===== src/rtl/pc_pkg.sv =====
// pc_pkg: shared state and next-PC source encodings for the IF-stage PC unit.
// Rev 1.0
`default_nettype none

package pc_pkg;

  typedef enum logic [0:0] {
    RUN    = 1'b0,
    HALTED = 1'b1
  } pc_state_t;

  typedef enum logic [2:0] {
    SEL_HOLD = 3'd0,
    SEL_SEQ  = 3'd1,
    SEL_BR   = 3'd2,
    SEL_JMP  = 3'd3,
    SEL_CALL = 3'd4,
    SEL_RET  = 3'd5
  } pc_sel_t;

endpackage

`default_nettype wire


===== src/rtl/ret_addr_stack.sv =====
// ret_addr_stack: circular return-address stack; a push when full overwrites the oldest entry.
// Rev 1.0
`default_nettype none

module ret_addr_stack #(
  parameter int ADDR_W    = 16,
  parameter int RAS_DEPTH = 4
) (
  input  logic              clk,
  input  logic              rst_n,
  input  logic              push,
  input  logic              pop,
  input  logic [ADDR_W-1:0] push_data,
  output logic [ADDR_W-1:0] top,
  output logic              empty,
  output logic              full
);

  localparam int PTR_W = (RAS_DEPTH > 1) ? $clog2(RAS_DEPTH) : 1;
  localparam int CNT_W = PTR_W + 1;
  localparam logic [PTR_W-1:0] PTR_ONE = PTR_W'(1);
  localparam logic [CNT_W-1:0] CNT_ONE = CNT_W'(1);
  localparam logic [CNT_W-1:0] CNT_MAX = CNT_W'(RAS_DEPTH);

  logic [ADDR_W-1:0] mem [RAS_DEPTH];
  logic [PTR_W-1:0]  wr_ptr;
  logic [CNT_W-1:0]  count;

  // wr_ptr always names the next free slot; when full that slot holds the oldest entry.
  assign top   = mem[wr_ptr - PTR_ONE];
  assign empty = (count == '0);
  assign full  = (count == CNT_MAX);

  always_ff @(posedge clk) begin
    if (push) begin
      mem[wr_ptr] <= push_data;
    end
  end

  always_ff @(posedge clk or negedge rst_n) begin
    if (!rst_n) begin
      wr_ptr <= '0;
      count  <= '0;
    end else if (push) begin
      wr_ptr <= wr_ptr + PTR_ONE;
      if (!full) begin
        count <= count + CNT_ONE;
      end
    end else if (pop && !empty) begin
      wr_ptr <= wr_ptr - PTR_ONE;
      count  <= count - CNT_ONE;
    end
  end

endmodule

`default_nettype wire


===== src/rtl/pc_unit.sv =====
// pc_unit: registered instruction address with prioritised redirects, return-address stack and halt FSM.
// Rev 1.0
`default_nettype none

module pc_unit
  import pc_pkg::*;
#(
  parameter int                ADDR_W     = 16,
  parameter logic [ADDR_W-1:0] RESET_ADDR = '0,
  parameter int                RAS_DEPTH  = 4
) (
  input  logic              clk,
  input  logic              rst_n,
  input  logic              stall,
  input  logic              hlt,
  input  logic              br_taken,
  input  logic [ADDR_W-1:0] br_offset,
  input  logic              jmp,
  input  logic              call,
  input  logic              ret,
  input  logic [ADDR_W-1:0] tgt,
  output logic [ADDR_W-1:0] iaddr,
  output logic              halted,
  output logic              ras_err
);

  localparam logic [ADDR_W-1:0] ADDR_ONE = ADDR_W'(1);

  pc_state_t         state, state_next;
  pc_sel_t           sel;
  logic [ADDR_W-1:0] seq_addr, br_addr, next_addr;
  logic [ADDR_W-1:0] ras_top;
  logic              ras_empty, ras_full;
  logic              ras_push, ras_pop, err_next;

  assign seq_addr = iaddr + ADDR_ONE;
  assign br_addr  = seq_addr + br_offset;

  always_comb begin
    sel = SEL_SEQ;
    if (state == HALTED || hlt || stall) begin
      sel = SEL_HOLD;
    end else if (ret) begin
      sel = SEL_RET;
    end else if (call) begin
      sel = SEL_CALL;
    end else if (jmp) begin
      sel = SEL_JMP;
    end else if (br_taken) begin
      sel = SEL_BR;
    end
  end

  always_comb begin
    state_next = state;
    if (state == RUN && hlt) begin
      state_next = HALTED;
    end
  end

  // A ret on an empty stack holds the PC rather than jumping to stale data.
  always_comb begin
    next_addr = iaddr;
    ras_push  = 1'b0;
    ras_pop   = 1'b0;
    err_next  = 1'b0;
    case (sel)
      SEL_SEQ:  next_addr = seq_addr;
      SEL_BR:   next_addr = br_addr;
      SEL_JMP:  next_addr = tgt;
      SEL_CALL: begin
        next_addr = tgt;
        ras_push  = 1'b1;
        err_next  = ras_full;
      end
      SEL_RET: begin
        if (ras_empty) begin
          err_next = 1'b1;
        end else begin
          next_addr = ras_top;
          ras_pop   = 1'b1;
        end
      end
      default: next_addr = iaddr;
    endcase
  end

  always_ff @(posedge clk or negedge rst_n) begin
    if (!rst_n) begin
      state   <= RUN;
      iaddr   <= RESET_ADDR;
      ras_err <= 1'b0;
    end else begin
      state   <= state_next;
      iaddr   <= next_addr;
      ras_err <= err_next;
    end
  end

  assign halted = (state == HALTED);

  ret_addr_stack #(
    .ADDR_W    (ADDR_W),
    .RAS_DEPTH (RAS_DEPTH)
  ) u_ras (
    .clk       (clk),
    .rst_n     (rst_n),
    .push      (ras_push),
    .pop       (ras_pop),
    .push_data (seq_addr),
    .top       (ras_top),
    .empty     (ras_empty),
    .full      (ras_full)
  );

endmodule

`default_nettype wire


===== config.mk =====
export PLATFORM = sky130hd
export DESIGN_NAME = pc_unit
export DESIGN_NICKNAME = d
export VERILOG_FILES = /design/src/rtl/pc_pkg.sv /design/src/rtl/ret_addr_stack.sv /design/src/rtl/pc_unit.sv
export SDC_FILE = /design/constraint.sdc
export NUM_CORES = 1
export LEC_CHECK = 0
export BUFFER_PORTS_ARGS = -buffer_cell sky130_fd_sc_hd__buf_2
export CAP_MARGIN = 20
export CORE_AREA = 2 2 133 135
export CTS_BUF_LIST = sky130_fd_sc_hd__clkbuf_16
export DETAILED_ROUTE_END_ITERATION = 7
export DIE_AREA = 0 0 135 137
export HOLD_SLACK_MARGIN = 0.05
export PLACE_DENSITY = 0.47
export SLEW_MARGIN = 20
export SYNTH_ARGS = -nofsm -noshare
export SYNTH_HDL_FRONTEND = slang
export SYNTH_SLANG_ARGS = --single-unit

===== constraint.sdc =====
create_clock -name clk -period 7.2 [get_ports clk]
set_clock_uncertainty 0.15 [all_clocks]
set_input_delay 0 -clock clk [delete_from_list [all_inputs] [get_ports clk]]
set_output_delay 0 -clock clk [all_outputs]
set_load 0.02 [all_outputs]

==> reports/metrics.yaml, run 1 <==
status: "finished clean"
cts_tree: "yes"
setup-tns-final_ns: 0
slew_viol_final: 0
seq_area_frac_synth_pct: 49.7
rows: 48
fin_area_um2: 5920
grt_remaining_overflow: 0
topRoutingLayerUsed: "met4"
placed_area_um2: 5480
yosys_warnings: 0
worstPathArrival_ns: 4.19
antenna_found_initial: 0
die_y_um: 137
cts.repair.resized: 0
grt_max_degree: 28
power.leakage_nw: 2.30
path_max_fanout: 10
diodes: 0
synthFlopType: "edfxtp_1"
syn-cell-area_um2: 5020
synthArstFlopShare_pct: 26.4
period_share_pct: 57.1
die_w_um: 135
clock_path_buffers: 2
cp-end-kind: "flop"
ioPinCount: 58
area.growth.synth_to_final_pct: 17.8
post_cts_buffers: 0
route.met2.wl_um: 6570
grt_usage_pct: 16.7
initial_core_util_pct: 29.5
route.layer.met1.wl_um: 7020
globalplace.congestion: 0.867
fin_nets: 563
power_density_nw_per_um2: 204
relSlewSlack_pct: 32.2
worst-slew-pin-transition_ns: 1.02
drt_iter0_drc: 204
synth_fp_nets: 501
grt_pass1_vias: 3776
wl_met3_um: 749
postRouteAntennaNets: 0
wl_um: 14600
hold_viol_final: 0
drt_pre_antenna_iters: 4
min_period_ns: 4.11
crit_path_start_kind: "flop"
htreeDepth: 3
final_util_pct: 34.7
cap_violations: 0
clk_latency_ns: 0.35
drive_above_1_share_pct: 21.1
vias_per_cell: 5.08
numClockSinks: 87
synth-edff-count: 64
fin_worst_hold_slack_ns: 0.0399
fillers: 1740
ir_drop_mv: 0.107
dp_hpwl_um: 10200
rsz0062_at_grt: "no"
worstPathRequired_ns: 7.28
final-setup-viol-count: 0
root_buffer: "clkbuf_16"
numCtsBuffers: 9
synth_cell_types: 59
clkSlewWorstSetupHoldPaths_ns: 0.07
cts_hold_buf: 13
drc: 0
die-area_um2: 18500
max_freq_ghz: 0.243
postSynthAreaPerCell_um2: 11.4
vias: 3710
hp-class: "input pin to asynchronous set/reset pin"
layout_commonest_cell: "edfxtp_1"
postSynthRegisterBits: 87
core_um2: 17100
numPortBuffers: 57
final_cell_mix: "edfxtp_1, buf_2, a21oi_1"
syn_inst: 439
grt_pass1_wl_um: 22400
post_drt_wl_per_cell_um: 20.0
path_class: "flop to flop"
cell families after synthesis:
family | synth area share [%]
AOI/OAI and AO/OA | 14.3
xor gates and xnor gates | 5.43
adders and majority gates | 5.78
buffers and inverters | 3.56
DFF | 49.7
muxes | 8.00
and+or+nand+nor | 13.2
critical path: stages (launching register included):
cell	delay, ns
dfrtp_1	0.55
nand3_2	0.25
or3_1	0.51
xnor2_1	0.35
ha_1	0.37
a21oi_1	0.17
nand2_1	0.09
a211oi_1	0.37
o21ai_0	0.15
a31oi_1	0.21
xor2_1	0.16
o22ai_1	0.09
dlygate4sd3_1	0.57
final timing paths:
| path | cells after the start | to | start | slack, ns |
|---|---|---|---|---|
| max in group asynchronous | 2 | iaddr[6] | rst_n | 6.47 |
| min in group clk | 5 | iaddr[0] | tgt[0] | 0.06 |
| min | 2 | iaddr[4] | rst_n | 0.04 |
| min reg2reg | 1 | halted | halted | 0.34 |
| max | 12 | iaddr[14] | iaddr[2] | 3.09 |
| max reg2reg | 12 | iaddr[14] | iaddr[2] | 3.09 |
metal layers:
metal | vias up | GRT usage [%]
met5 | - | 0
met2 | 94 | 26.2
met1 | 1826 | 23.1
met4 | 0 | 4.69
li1 | 1775 | -
met3 | 15 | 4.11
synthesized netlist by cell type (all sizes together) (9+ instances only):
library cell	instances	area, um2
edfxtp	64	1920
ha	20	250
nor2	37	139
nand3	18	113
and3	10	67.6
clkbuf	13	78.8
o21ai	36	180
a21oi	46	234
xnor2	16	140
nand2	35	131
xor2	13	133
mux4	16	360
dfrtp	23	576
buf	10	66.3
inv	9	33.8
area by class of cell:
type	instances	area [um2]	area share [%]
repair buffers	74	445	7.52
clock buffers	9	225	3.80
multi-input cells	320	2350	39.7
flip-flops and latches	87	2500	42.2
clock inverters	7	88.8	1.50
inverters	9	33.8	0.571
well taps	225	282	4.76
power breakdown:
group | total [mW] | switching (mW) | internal, mW
clock | 0.500 | 0.199 | 0.301
sequential | 0.551 | 0.00856 | 0.543
combinational | 0.154 | 0.0875 | 0.0665
state kept, by name, indices dropped and copies added, names as in the netlist:
name and count:
halted 1, iaddr 16, ras_err 1, u_ras.count 3, u_ras.mem 64, u_ras.wr_ptr 2
through the flow:
| step | worst slack [ns] | power, mW | instances |
|---|---|---|---|
| after global placement | 3.72 | 0.711 | 702 |
| after CTS | 3.10 | 1.21 | 731 |
| after global routing | 2.77 | 1.24 | 731 |
| after floorplan | 4.09 | 0.661 | 439 |
| final | 3.09 | 1.21 | 731 |
| after detailed placement | 3.63 | 0.712 | 702 |
(Power assumes the default switching activity.)
==> run 2: changes to the inputs <==
clock period = 4.2 ns   (was 7.2 ns; I/O delays follow)
==> run 2 against run 1 <==
Flip-flop and latch count did not move. Critical endpoint unchanged. Sequential share of layout area is 0.54 points lower. Critical path type unchanged. Critical path depth increased by 1. Die area is the same. Sequential power grew 72%.
==> reports/metrics.yaml, run 2 (synthesis gave the netlist of run 1 again) <==
status: "finished clean"
vias_per_cell: 5.16  # +1.7%
dp_hpwl_um: 10400  # +1.6%
wl_um: 14700  # +0.68%
clk_latency_ns: 0.35  # about the same
grt_remaining_overflow: 0  # unchanged
postRouteAntennaNets: 0  # unchanged
met1_usage_pct: 23.3  # +0.19 points
fillers: 1749  # +0.52%
reg2reg_to: "iaddr[14]"
post_drt_wl_per_cell_um: 20.0  # -0.14%
area.growth.synth_to_final_pct: 19.4
worstRegToRegCells: 13  # +1
max_freq_ghz: 0.251  # +3.2%
busiest_layer: "met2"
reg_top3: "u_ras.mem x64, iaddr x16, u_ras.count x3"
die_w_um: 135  # unchanged
setup-tns-final_ns: 0  # unchanged
path_class: "flop to flop"
layout_commonest_cell: "edfxtp_1"
antenna_found_initial: 0  # unchanged
core_um2: 17100  # unchanged
grt_use_met3_pct: 3.48  # -0.63 points
worst-slew-pin-transition_ns: 1.02  # +0.00162 ns
grt_pass1_vias: 3795  # +0.50%
period_share_pct: 94.8  # +38 points
relSlewSlack_pct: 32.1  # -0.11 points
final_cell_mix: "edfxtp_1, buf_2, a21oi_1"
grt_max_degree: 27  # -3.6%
path_cells: "and4_4 -> nand3_4 -> nor2_1 -> and3_1 -> xor2_1 -> ha_1 -> a21oi_1 -> nand2_1 -> a21o_1 -> a31oi_1 -> xor2_1 -> o22ai_1 -> dlygate4sd3_1"
globalplace.congestion: 0.834  # -3.8%
numCtsBuffers: 9  # unchanged
cp-end-kind: "flop"
drc: 0  # unchanged
fin_area_um2: 6000  # +1.3%
fin_nets: 569  # +1.1%
grt_usage_pct: 16.6  # -0.085 points
ir_drop_mv: 0.181  # +70%
power.leakage_nw: 2.35  # +2.2%
final-setup-viol-count: 0  # unchanged
max_stage_delay_ns: 0.58  # about the same
cts_tree: "yes"
initial_core_util_pct: 29.5  # unchanged
r2r_start: "iaddr[4]"
worstPathRequired_ns: 4.28  # -3.00 ns
path_max_fanout: 7  # -3
rows: 48  # unchanged
numPortBuffers: 57  # unchanged
numClockSinks: 87  # unchanged
htreeDepth: 3  # unchanged
hp-class: "input pin to asynchronous set/reset pin"
die_y_um: 137  # unchanged
clkSlewWorstSetupHoldPaths_ns: 0.07  # about the same
placed_area_um2: 5510  # +0.55%
diodes: 0  # unchanged
ioPinCount: 58  # unchanged
crit_path_start_kind: "flop"
worstPathArrival_ns: 4.06  # -0.13 ns
top_register: "u_ras.mem"
met2_usage_pct: 26.6  # +0.42 points
drt_pre_antenna_iters: 4  # unchanged
drt_iter0_drc: 341  # +67%
hold_viol_final: 0  # unchanged
timing.reg2reg.setup_slack_ns: 0.22  # -2.87 ns
grt_pass1_wl_um: 22500  # +0.49%
clock_path_buffers: 2  # unchanged
die-area_um2: 18500  # unchanged
rsz0062_at_grt: "no"
largest_reg_flops: 64  # unchanged
vias: 3804  # +2.5%
crit_top_cell: "xor2_1"
min_period_ns: 3.98  # -0.129 ns
post_cts_buffers: 0  # unchanged
slew_viol_final: 0  # unchanged
cap_violations: 0  # unchanged
root_buffer: "clkbuf_16"
power_density_nw_per_um2: 350  # +72%
cp_slowest_cell: "dlygate4sd3_1"
drive_above_1_share_pct: 22.3  # +1.1 points
[run 2: cell count changes in the layout (fill, tap and decap cells not counted), sizes merged]
cell	delta
clkinvlp	-2
dlygate4sd3	+2
clkinv	+1
buf	+4
inv	+1
[run 2: metal layers]
| layer | wire [um] | part of all wire (%) |
|---|---|---|
| met1 | 6930 | 47 |
| met2 | 6950 | 47 |
| met3 | 693 | 4.7 |
| met4 | 157 | 1.1 |
| met5 | 0 | 0 |
[run 2: worst max-delay path: cells and delay by family, from the launching register on]
kind                       cells  cell delay, ns
AOI/OAI and AO/OA              4            0.74
xor gates and xnor gates       2            0.57
and+or+nand+nor                5            0.91
DFF                            1            0.53
buffers and inverters          1            0.58
adders and majority gates      1            0.39
[run 2: worst max-delay path by stage]
stage	startpoint	end	slack, ns	cells after the start
after floorplan	iaddr[2]	iaddr[14]	1.09	12
after global placement	iaddr[0]	iaddr[13]	0.73	11
after detailed placement	iaddr[2]	iaddr[14]	0.65	11
after CTS	iaddr[2]	iaddr[14]	0.07	12
after global routing	iaddr[4]	iaddr[14]	0.01	14
final	iaddr[4]	iaddr[14]	0.22	13
[run 2: report_power, final]
part	leakage (nW)	internal [mW]	switching, mW
clock network	0.158	0.524	0.358
registers	0.882	0.930	0.0151
logic	1.31	0.118	0.152
total	2.35	1.57	0.525
[run 2: stage by stage]
stage          util (%)  setup WS, ns  total power, mW  std cells  hold slack [ns]
5_1_grt            35.2        0.0125             2.18        737           0.0943
3_3_place_gp       32.3         0.729             1.22        706           -0.107
4_1_cts            35.0        0.0683             2.12        737           0.0670
3_5_place_dp       32.3         0.653             1.22        706          -0.0903
6_report           35.2         0.220             2.10        737           0.0453
2_1_floorplan         -          1.09             1.13        439           -0.446
[run 2: area by class of cell]
cell class,count,area (um2),area share [%]
clock buffer,9,225,3.76
clock inverter,7,95.1,1.59
inverter,9,33.8,0.563
multi-input combinational,320,2370,39.5
sequential,87,2500,41.7
tap,225,282,4.70
timing repair buffer,80,495,8.26
[run 2: timing repair]
| action | 4_1_cts | 5_1_grt |
|---|---|---|
| endpoints found under the hold margin | 35 | 0 |
| hold buffers | 15 | 0 |
| gates resized for setup | 0 | 3 |
| endpoints found under the setup margin | 0 | 1 |
